## config.mk

```make
export PLATFORM = sky130hd
export DESIGN_NAME = cm_cnt_nest
export DESIGN_NICKNAME = d
export VERILOG_FILES = /design/src/rtl/cm_cnt_nest.sv
export SDC_FILE = /design/constraint.sdc
export NUM_CORES = 1
export LEC_CHECK = 0
export BUFFER_PORTS_ARGS = -buffer_cell sky130_fd_sc_hd__buf_2
export CELL_PAD_IN_SITES_DETAIL_PLACEMENT = 0
export CELL_PAD_IN_SITES_GLOBAL_PLACEMENT = 1
export CORE_MARGIN = 8
export CORE_UTILIZATION = 40
export DETAILED_ROUTE_END_ITERATION = 16
export PLACE_DENSITY_LB_ADDON = 0.1
export SYNTH_ARGS = -nofsm -noshare
export SYNTH_HDL_FRONTEND = slang
export SYNTH_SLANG_ARGS = --single-unit
```

## constraint.sdc

```tcl
create_clock -name I_clk -period 3.9 [get_ports I_clk]
set_clock_uncertainty 0.15 [all_clocks]
set_input_delay 0.585 -clock I_clk [delete_from_list [all_inputs] [get_ports I_clk]]
set_output_delay 0.585 -clock I_clk [all_outputs]
set_load 0.005 [all_outputs]
```

## src/rtl/cm_cnt_nest.sv

```systemverilog
`default_nettype none
// +----------------------------------------------------------------------------+
// | Module      : cm_cnt_nest                                                  |
// | Description : Parametrised nested loop counter. C_LEVELS cascaded levels,  |
// |               level 0 innermost, each with its own inclusive upper bound.  |
// |               Provides per-level last flags, a one-cycle done pulse and    |
// |               either wrap-around or hold-at-end behaviour (C_WRAP).        |
// |               Optional macro CM_CNT_NEST_LATCH_UPPER_EN captures the       |
// |               bounds at run start instead of using them live.              |
// | Revision    : 1.0 - initial release                                        |
// +----------------------------------------------------------------------------+
module cm_cnt_nest #(
  parameter int C_WIDTH  = 8,
  parameter int C_LEVELS = 3,
  parameter int C_WRAP   = 1
) (
  input  logic                        I_clk,
  input  logic                        I_rst,
  input  logic                        I_cnt_en,
  input  logic                        I_cnt_valid,
  input  logic [C_LEVELS*C_WIDTH-1:0] I_cnt_upper,
  output logic [C_LEVELS*C_WIDTH-1:0] O_cnt,
  output logic [C_LEVELS-1:0]         O_last,
  output logic                        O_done,
  output logic                        O_busy
);

  localparam int             C_TOTAL   = C_LEVELS * C_WIDTH;
  localparam logic [C_WIDTH-1:0] C_LVL_ONE = C_WIDTH'(1);

  typedef enum logic [1:0] {
    S_IDLE = 2'd0,
    S_RUN  = 2'd1,
    S_HOLD = 2'd2
  } state_t;

  state_t             r_state;
  state_t             w_state_nxt;
  logic [C_TOTAL-1:0] r_cnt;
  logic [C_TOTAL-1:0] w_cnt_nxt;
  logic [C_TOTAL-1:0] w_cnt_adv;
  logic [C_TOTAL-1:0] w_upper;
  logic [C_LEVELS:0]  w_carry;
  logic               w_final;
  logic               w_start;
  logic               r_done;
  logic               w_done_nxt;

  // A run starts on the edge that leaves IDLE with the enable high.
  assign w_start = (r_state == S_IDLE) && I_cnt_en;

`ifdef CM_CNT_NEST_LATCH_UPPER_EN
  logic [C_TOTAL-1:0] r_upper;

  // Capture the bounds once per run so live input changes cannot disturb it.
  always_ff @(posedge I_clk or posedge I_rst) begin
    if (I_rst) begin
      r_upper <= '0;
    end else if (w_start) begin
      r_upper <= I_cnt_upper;
    end
  end

  assign w_upper = r_upper;
`else
  assign w_upper = I_cnt_upper;
`endif

  // Carry into level 0 is unconditional; each level passes it on only when
  // it sits exactly at its bound (equality, so an over-bound level never carries).
  assign w_carry[0] = 1'b1;

  generate
    for (genvar k = 0; k < C_LEVELS; k++) begin : g_lvl
      logic [C_WIDTH-1:0] w_lvl_cnt;
      logic [C_WIDTH-1:0] w_lvl_up;

      assign w_lvl_cnt    = r_cnt[k*C_WIDTH +: C_WIDTH];
      assign w_lvl_up     = w_upper[k*C_WIDTH +: C_WIDTH];
      assign O_last[k]    = (w_lvl_cnt == w_lvl_up);
      assign w_carry[k+1] = w_carry[k] & O_last[k];
      assign w_cnt_adv[k*C_WIDTH +: C_WIDTH] =
        !w_carry[k] ? w_lvl_cnt :
        (O_last[k]  ? '0 : w_lvl_cnt + C_LVL_ONE);
    end
  endgenerate

  // Carry out of the top level means every level is at its bound.
  assign w_final = w_carry[C_LEVELS];

  // State register.
  always_ff @(posedge I_clk or posedge I_rst) begin
    if (I_rst) begin
      r_state <= S_IDLE;
    end else begin
      r_state <= w_state_nxt;
    end
  end

  // Next state, next count and done request; enable low always wins.
  always_comb begin
    w_state_nxt = r_state;
    w_cnt_nxt   = r_cnt;
    w_done_nxt  = 1'b0;
    case (r_state)
      S_IDLE: begin
        w_cnt_nxt = '0;
        if (I_cnt_en) begin
          w_state_nxt = S_RUN;
        end
      end
      S_RUN: begin
        if (!I_cnt_en) begin
          w_state_nxt = S_IDLE;
          w_cnt_nxt   = '0;
        end else if (I_cnt_valid) begin
          // At the final count the advanced value is all-zero, which is the
          // wrap result; the hold variant keeps the final value instead.
          w_cnt_nxt = w_cnt_adv;
          if (w_final) begin
            w_done_nxt = 1'b1;
            if (C_WRAP == 0) begin
              w_state_nxt = S_HOLD;
              w_cnt_nxt   = r_cnt;
            end
          end
        end
      end
      S_HOLD: begin
        if (!I_cnt_en) begin
          w_state_nxt = S_IDLE;
          w_cnt_nxt   = '0;
        end
      end
      default: begin
        w_state_nxt = S_IDLE;
        w_cnt_nxt   = '0;
      end
    endcase
  end

  // Count and done registers; done is a single-cycle pulse.
  always_ff @(posedge I_clk or posedge I_rst) begin
    if (I_rst) begin
      r_cnt  <= '0;
      r_done <= 1'b0;
    end else begin
      r_cnt  <= w_cnt_nxt;
      r_done <= w_done_nxt;
    end
  end

  assign O_cnt  = r_cnt;
  assign O_done = r_done;
  assign O_busy = (r_state == S_RUN);

endmodule
`default_nettype wire

```

* Word level (Yosys, flattened, before mapping)
Cells that the tools add are included.
** Word-level totals
- Word-level logic and storage cells :: 43
- Output and inout port bits :: 29
- Bits of input ports :: 28
- Bits in registers :: 27
** Cells by class
- Eq/ne operators :: 11
- $add $sub $neg :: 3
- Multiplexer cells :: 16
- Bitwise logic cells :: 2
- Reductions and logical operators :: 6
** Operators with widths (number)
- 24-bit 2-to-1 mux :: 3
- 24-bit case mux with 2 select lines :: 1
- 8-bit 2-to-1 mux :: 5
- 8-bit by 1-bit adder with 8-bit output, second input constant :: 3
- 8-bit == test :: 3
- 2-bit inequality test, second input constant :: 3
- 3-bit inequality test, second input constant :: 2
- 3-bit AND reduction :: 2
- 1-bit 2-to-1 mux :: 4
- 2-bit 2-to-1 mux :: 2
- 2-bit case mux with 2 select lines :: 1
- 2-bit AND reduction :: 2
- 3-bit by 2-bit inequality test with 1-bit output, second input constant :: 1
- 1-bit bitwise AND :: 2
- 2-bit by 1-bit == test with 1-bit output, second input constant :: 1
- 2-bit == test, second input constant :: 1
- 2-bit zero test :: 1
- 2-bit OR reduction :: 1

* Depth between registers and ports, before layout
Gate-level depths: netlist (run 1).
- Depth in word-level cells :: 7
- Mapped depth :: 6
- Gate-level depth less buffers :: 6

* Worst setup path after synthesis (run 1)
No wires, ideal clock.
- Path type :: input to register
- Start point :: in I_cnt_upper[13]
- End point :: reg r_cnt[16] (netlist: O_cnt[16])
- Buffers on the path :: 0
- Arrival :: 1902 ps
- Required time :: 3625 ps
- Slack :: 1723 ps
- Stages :: 5
- Cell sequence :: xor2_1 > nor4_4 > a41oi_4 > or2_1 > mux2_2
** Between the ends
- Longest elaborated chain between the ends :: 4
** Ends and longest elaborated chain
- start, declared :: RTL line 21 : input logic [C_LEVELS*C_WIDTH-1:0] I_cnt_upper,
- 8-bit == test :: RTL line 80 : assign O_last[k] = (w_lvl_cnt == w_lvl_up);
- 1-bit bitwise AND :: RTL line 81 : assign w_carry[k+1] = w_carry[k] & O_last[k];
- 3-bit by 2-bit inequality test with 1-bit output (no source line)
- 3-bit AND reduction (no source line)
- end signal, assigned :: RTL line 148 : r_cnt <= w_cnt_nxt;
- end, declared :: RTL line 39 : logic [C_TOTAL-1:0] r_cnt;
Every way passes these cells.
A chain may end at the register's enable or synchronous reset.

* Final worst setup path (run 1)
- Start point :: reg r_cnt[12] (netlist: O_cnt[12])
- End point :: out O_last[1]
** Between the ends
- Longest elaborated chain between the ends :: 1
** Ends and longest elaborated chain
- 8-bit == test :: RTL line 80
- end, declared :: RTL line 23 : output logic [C_LEVELS-1:0] O_last,
Every way passes these cells.

==> impl_metrics.tcl, run 1 <==
set metrics [dict create \
    timing.max_cap.violations 0 \
    synth_cell_types 35 \
    via_per_inst 5.360 \
    core-area_sq_um 4264 \
    syn_inst 177 \
    post_cts.repair.setup_buffers 0 \
    vdd_drop_max_v 0.0001800 \
    required_ns 3.16 \
    grt_start_max_net_pins 27 \
    wl_per_cell_um 15.81 \
    grt_pass1_wl_um 7541 \
    r2r_slack_ns 1.55 \
    hold_buffers 0 \
    grt_pass1_vias 1559 \
    crit_start "O_cnt[12]" \
    reg2reg_from "O_cnt[12]" \
    drtIter0Drc 98 \
    overflow 0 \
    tns_ns 0 \
    final_util 0.4950 \
    synthMuxAreaShare 0.01230 \
    cts_buffers 3 \
    initial_core_util 0.4055 \
    antenna_found_initial 0 \
    syn_nets 209 \
    yosys.area_share.simple 0.2438 \
    final-max-slew-violation-count 0 \
    clock_sinks 26 \
    rsz0062_at_grt "no" \
    avgSynthCellArea_sq_um 9.769 \
    die_w_um 81.75 \
    power-per-cell-area_nw_per_um2 350.5 \
    max_freq_ghz 0.3898 \
    die_y_um 81.75 \
    io_pins 57 \
    clk_pin_slew_ns 0.10 \
    cpPeakStageDelay_ns 0.48 \
    tritoncts "built" \
    ant_nets 0 \
    finalHoldViolCount 0 \
    p_total_w 0.0007399 \
    netlist_area_sq_um 1729 \
    yosysSeqAreaShare 0.3763 \
    nFillCells 416 \
    path_cells "xor2_1 > nor4_4 > nand2_1 > inv_1 > buf_2" \
    worstSkewPairLatency_ns 0.28 \
    hp-class "in2async" \
    hpwlAfterDp_um 3467 \
    tightest_slew_ns 1.088 \
    crit_path_max_fanout 9 \
    synth-xor-area-share 0.1570 \
    gp_congestion 0.8365 \
    grt_usage 0.1422 \
    clk_path_buf_depth 2 \
    status "complete, no violations" \
    first_pass_iters 4 \
    synth_top_family_by_area "simple AND/OR/NAND/NOR gates" \
    start_kind "flop" \
    nets 267 \
    antenna_cells 0 \
    cp-end-kind "output port" \
    finalCriticalPeriod_ns 2.565 \
    p_leak_nw 1.072 \
    cts_root_buffer "clkbuf_8" \
    fin_crit_sh 0.6578 \
    synth_seq_cells 26 \
    row_count 24 \
    drc 0 \
    yosys_warnings 0 \
    synthAdderAreaFrac 0.02894 \
    drive_gt1_frac 0.2906 \
    cp.arrival_ns 1.83 \
    slew_headroom 0.2736 \
    synth_compound_area_frac 0.1469 \
    hold_slack_ns 0.4145 \
    setup_viol 0 \
    cts_resized 0 \
    num_vias 1533 \
    dieArea_sq_um 6683 \
    port_buffers 56 \
    syn_to_final_growth_pct 22.07 \
    critPathKind "reg2out" \
    h-tree-depth 1 \
    routed_wl_um 4521 \
    crit_path_top_delay_cell "dfrtp_1" \
]
-- cells by family (layout without fill, tap and decap cells) --
| logic type | count (synthesis) | in the layout |
|---|---|---|
| flip-flops | 26 | 26 |
| adder cells (fa/ha/maj) | 4 | 4 |
| buffers and inverters | 14 | 71 |
| AO/OA/AOI/OAI | 34 | 34 |
| AND/OR/NAND/NOR | 66 | 66 |
| XOR/XNOR | 31 | 31 |
| multiplexers | 2 | 2 |
-- cell usage in the layout (no fill, tap or decap), types with 5 or more instances in the layout --
cell       n
nand2_1   11
nand2b_1   5
nand3_1   11
nor4_4     5
a211oi_1   5
nand4_1    7
xor2_1    31
dfrtp_1   26
a21oi_1    8
inv_1     10
nor2_1    13
buf_2     56
-- synthesized netlist by cell type --
cell type  number  area, sq um
nand2_1        11        41.29
a22o_1          3        26.28
nor4_1          2        12.51
nor4b_1         1        8.760
nand2b_1        5        31.28
nand4_1         7        43.79
inv_1          10        37.54
a41oi_4         1        27.53
buf_6           1        11.26
xor2_1         31        271.5
mux2i_1         1        10.01
a211o_1         3        26.28
and2_1          1        6.260
a211oi_1        5        37.54
a2111oi_0       1        8.760
nor4_4          5        106.4
o22ai_1         3        18.77
and3_1          3        18.77
dfrtp_1        26        650.6
clkinv_1        1        3.750
o21ai_1         4        20.02
ha_1            4        50.05
a21oi_1         8        40.04
and4_1          1        8.760
or2_1           2        12.51
or3_1           1        6.260
o2bb2ai_1       4        35.03
mux2_2          1        11.26
nor2_1         13        48.80
nand3_1        11        55.05
a31oi_1         1        6.260
o31ai_1         1        7.510
or2_2           1        6.260
nand3b_1        2        15.01
clkbuf_1        2        7.510
-- metal layers --
| layer | track usage | part of all wire | up-vias | routed length [um] |
|---|---|---|---|---|
| met4 | 0.03684 | 0.0069 | 0 | 31 |
| li1 | - | - | 750 | - |
| met2 | 0.2415 | 0.50 | 54 | 2249 |
| met5 | 0 | 0 | - | 0 |
| met3 | 0.02735 | 0.061 | 2 | 277 |
| met1 | 0.1797 | 0.43 | 727 | 1962 |
-- report_power, final --
| group | total [W] | leakage, nW | internal, W | switching [W] |
|---|---|---|---|---|
| combinational | 0.000235 | 0.685 | 0.0000988 | 0.000136 |
| sequential | 0.000321 | 0.359 | 0.000289 | 0.0000326 |
| clock | 0.000184 | 0.0288 | 0.0000904 | 0.0000931 |
-- path summary, 6_finish.rpt --
path | to | depth (start not counted)
setup / recovery | O_last[1] | 5
hold / removal | O_cnt[19] | 2
setup reg to reg | O_cnt[16] | 5
hold reg to reg | O_cnt[23] | 2
max in group asynchronous | O_cnt[3] | 2
min in group I_clk | O_cnt[23] | 2
-- layout make-up --
cell class | count | area [sq um] | share of cell area
multi-input combinational | 137 | 1018 | 0.4825
tap | 52 | 65.06 | 0.03082
clock buffer | 4 | 55.05 | 0.02608
inverter | 11 | 41.29 | 0.01956
timing repair buffer | 56 | 280.3 | 0.1328
sequential | 26 | 650.6 | 0.3082
-- sequential cells by signal (all words and copies together) (netlist names) --
signal	flops
O_cnt	24
O_done	1
r_state	1
-- through the flow --
step                      setup slack [ns]  cell area (sq um)  cells
after CTS                            1.312               2111    286
after global placement               1.385               2056    282
after floorplan                      1.723               1729    177
after global routing                 1.210               2111    286
after detailed placement             1.378               2056    282
final                                1.335               2111    286
-- worst max-delay path, delay by kind of cell, from the launching register on --
family / cells / cell delay [ns]
xor gates and xnor gates: 1 / 0.23
buffers and inverters: 2 / 0.19
DFF: 1 / 0.48
and+or+nand+nor: 2 / 0.65
No activity file was read; power rests on OpenSTA's default activity.
==> inputs of run 2 (changes only) <==
- CORE_UTILIZATION: 40 -> 38
- clock period: 3.9 -> 2.7 ns (I/O delays scaled with it)
==> run 2 against run 1 <==
Compared with the run above:
- sequential power grew 45%
- non-clock buffer count grew 2
- wire length grew 0.15%
- total power grew 45%
==> impl_metrics.tcl, run 2 (same netlist as run 1, synthesis figures left out) <==
set metrics [dict create \
    final_common_cell "buf_2" \
    reg2reg_from "O_cnt[12]" \
    timing.max_cap.violations 0 \
    antenna_found_initial 0 \
    cts_root_buffer "clkbuf_8" \
    slew_headroom 0.6115 \
    routed_wl_um 4528 \
    start_kind "flop" \
    final-max-slew-violation-count 0 \
    drc 0 \
    wl_per_cell_um 15.72 \
    multiInputGateArea_sq_um 1018 \
    cp-end-kind "output port" \
    drive_gt1_frac 0.2966 \
    fin_crit_sh 0.8808 \
    nets 269 \
    first_pass_iters 4 \
    clk_path_buf_depth 2 \
    finalHoldViolCount 0 \
    largest_reg_flops 24 \
    grt_pass1_wl_um 7755 \
    clk_pin_slew_ns 0.09 \
    hpwlAfterDp_um 3587 \
    nFillCells 447 \
    cts_buffers 3 \
    io_pins 57 \
    vdd_drop_max_v 0.0002079 \
    via_per_inst 5.313 \
    clock_sinks 26 \
    status "complete, no violations" \
    finalCriticalPeriod_ns 2.378 \
    required_ns 2.14 \
    syn_to_final_growth_pct 22.94 \
    hp-class "in2async" \
    tritoncts "built" \
    hold_buffers 0 \
    register_area_sq_um 650.6 \
    reg2reg_to "O_cnt[16]" \
    rsz0062_at_grt "no" \
    grt_usage 0.1309 \
    die_y_um 83.46 \
    reg2reg_depth 5 \
    critPathKind "reg2out" \
    dieArea_sq_um 6965 \
    initial_core_util 0.3944 \
    tightest_slew_ns 0.5805 \
    grt_start_max_net_pins 27 \
    crit_start "O_cnt[12]" \
    port_buffers 56 \
    mostFrequentLayoutCells "buf_2 (56), xor2_1 (31), dfrtp_1 (26)" \
    num_vias 1530 \
    grt_pass1_vias 1614 \
    die_w_um 83.46 \
    p_leak_nw 1.082 \
    gp_congestion 0.8197 \
    setup_viol 0 \
    post_cts.repair.setup_buffers 0 \
    power-per-cell-area_nw_per_um2 504.7 \
    max_freq_ghz 0.4205 \
    crit_path_max_fanout 9 \
    worstSkewPairLatency_ns 0.27 \
    final_util 0.4849 \
    ant_nets 0 \
    drtIter0Drc 74 \
    core-area_sq_um 4384 \
    cp.arrival_ns 1.82 \
    antenna_cells 0 \
    cts_resized 0 \
    overflow 0 \
    h-tree-depth 1 \
    tns_ns 0 \
    r2r_slack_ns 0.36 \
    row_count 24 \
]
==> run 2: how the worst max path moves through the flow <==
stage,slack (ns),endpoint
2_1_floorplan,0.60,O_cnt[16]
3_3_place_gp,0.41,O_cnt[16]
3_5_place_dp,0.35,O_cnt[16]
4_1_cts,0.31,O_last[1]
5_1_grt,0.17,O_cnt[16]
6_report,0.32,O_last[1]
==> run 2: final cells by class <==
type,count,area share
Tap cell,52,0.03061
Sequential cell,26,0.3061
Inverter,11,0.01942
Clock buffer,4,0.02590
Multi-Input combinational cell,137,0.4791
Timing Repair Buffer,58,0.1389
==> run 2: power by group <==
| group | switching, W | internal (W) |
|---|---|---|
| clock | 0.000129 | 0.000131 |
| sequential | 0.0000498 | 0.000417 |
| combinational | 0.000198 | 0.000149 |
| total | 0.000377 | 0.000696 |
==> run 2: metrics by stage <==
stage / power (W) / instance area [sq um] / setup slack (ns) / hold WS [ns] / std cells
2_1_floorplan: 0.0007039 / 1729 / 0.6023 / 0.2950 / 177
3_5_place_dp: 0.0008274 / 2071 / 0.3479 / 0.3376 / 284
5_1_grt: 0.001163 / 2126 / 0.1689 / 0.06186 / 288
4_1_cts: 0.001089 / 2126 / 0.3115 / 0.03279 / 288
6_report: 0.001073 / 2126 / 0.3219 / 0.02221 / 288
3_3_place_gp: 0.0008193 / 2071 / 0.4068 / 0.3332 / 284
==> run 2: critical path, stage by stage (launching register included) <==
cell	delay, ns
dfrtp_1	0.49
xor2_1	0.22
nor4_4	0.47
nand2_1	0.18
inv_1	0.08
buf_2	0.11
==> run 2: per-layer routing <==
| layer | track usage | part of all wire | up-vias |
|---|---|---|---|
| met5 | 0 | 0 | - |
| li1 | - | - | 754 |
| met3 | 0.03613 | 0.057 | 5 |
| met4 | 0.03297 | 0.0088 | 0 |
| met1 | 0.1510 | 0.44 | 736 |
| met2 | 0.2313 | 0.49 | 35 |
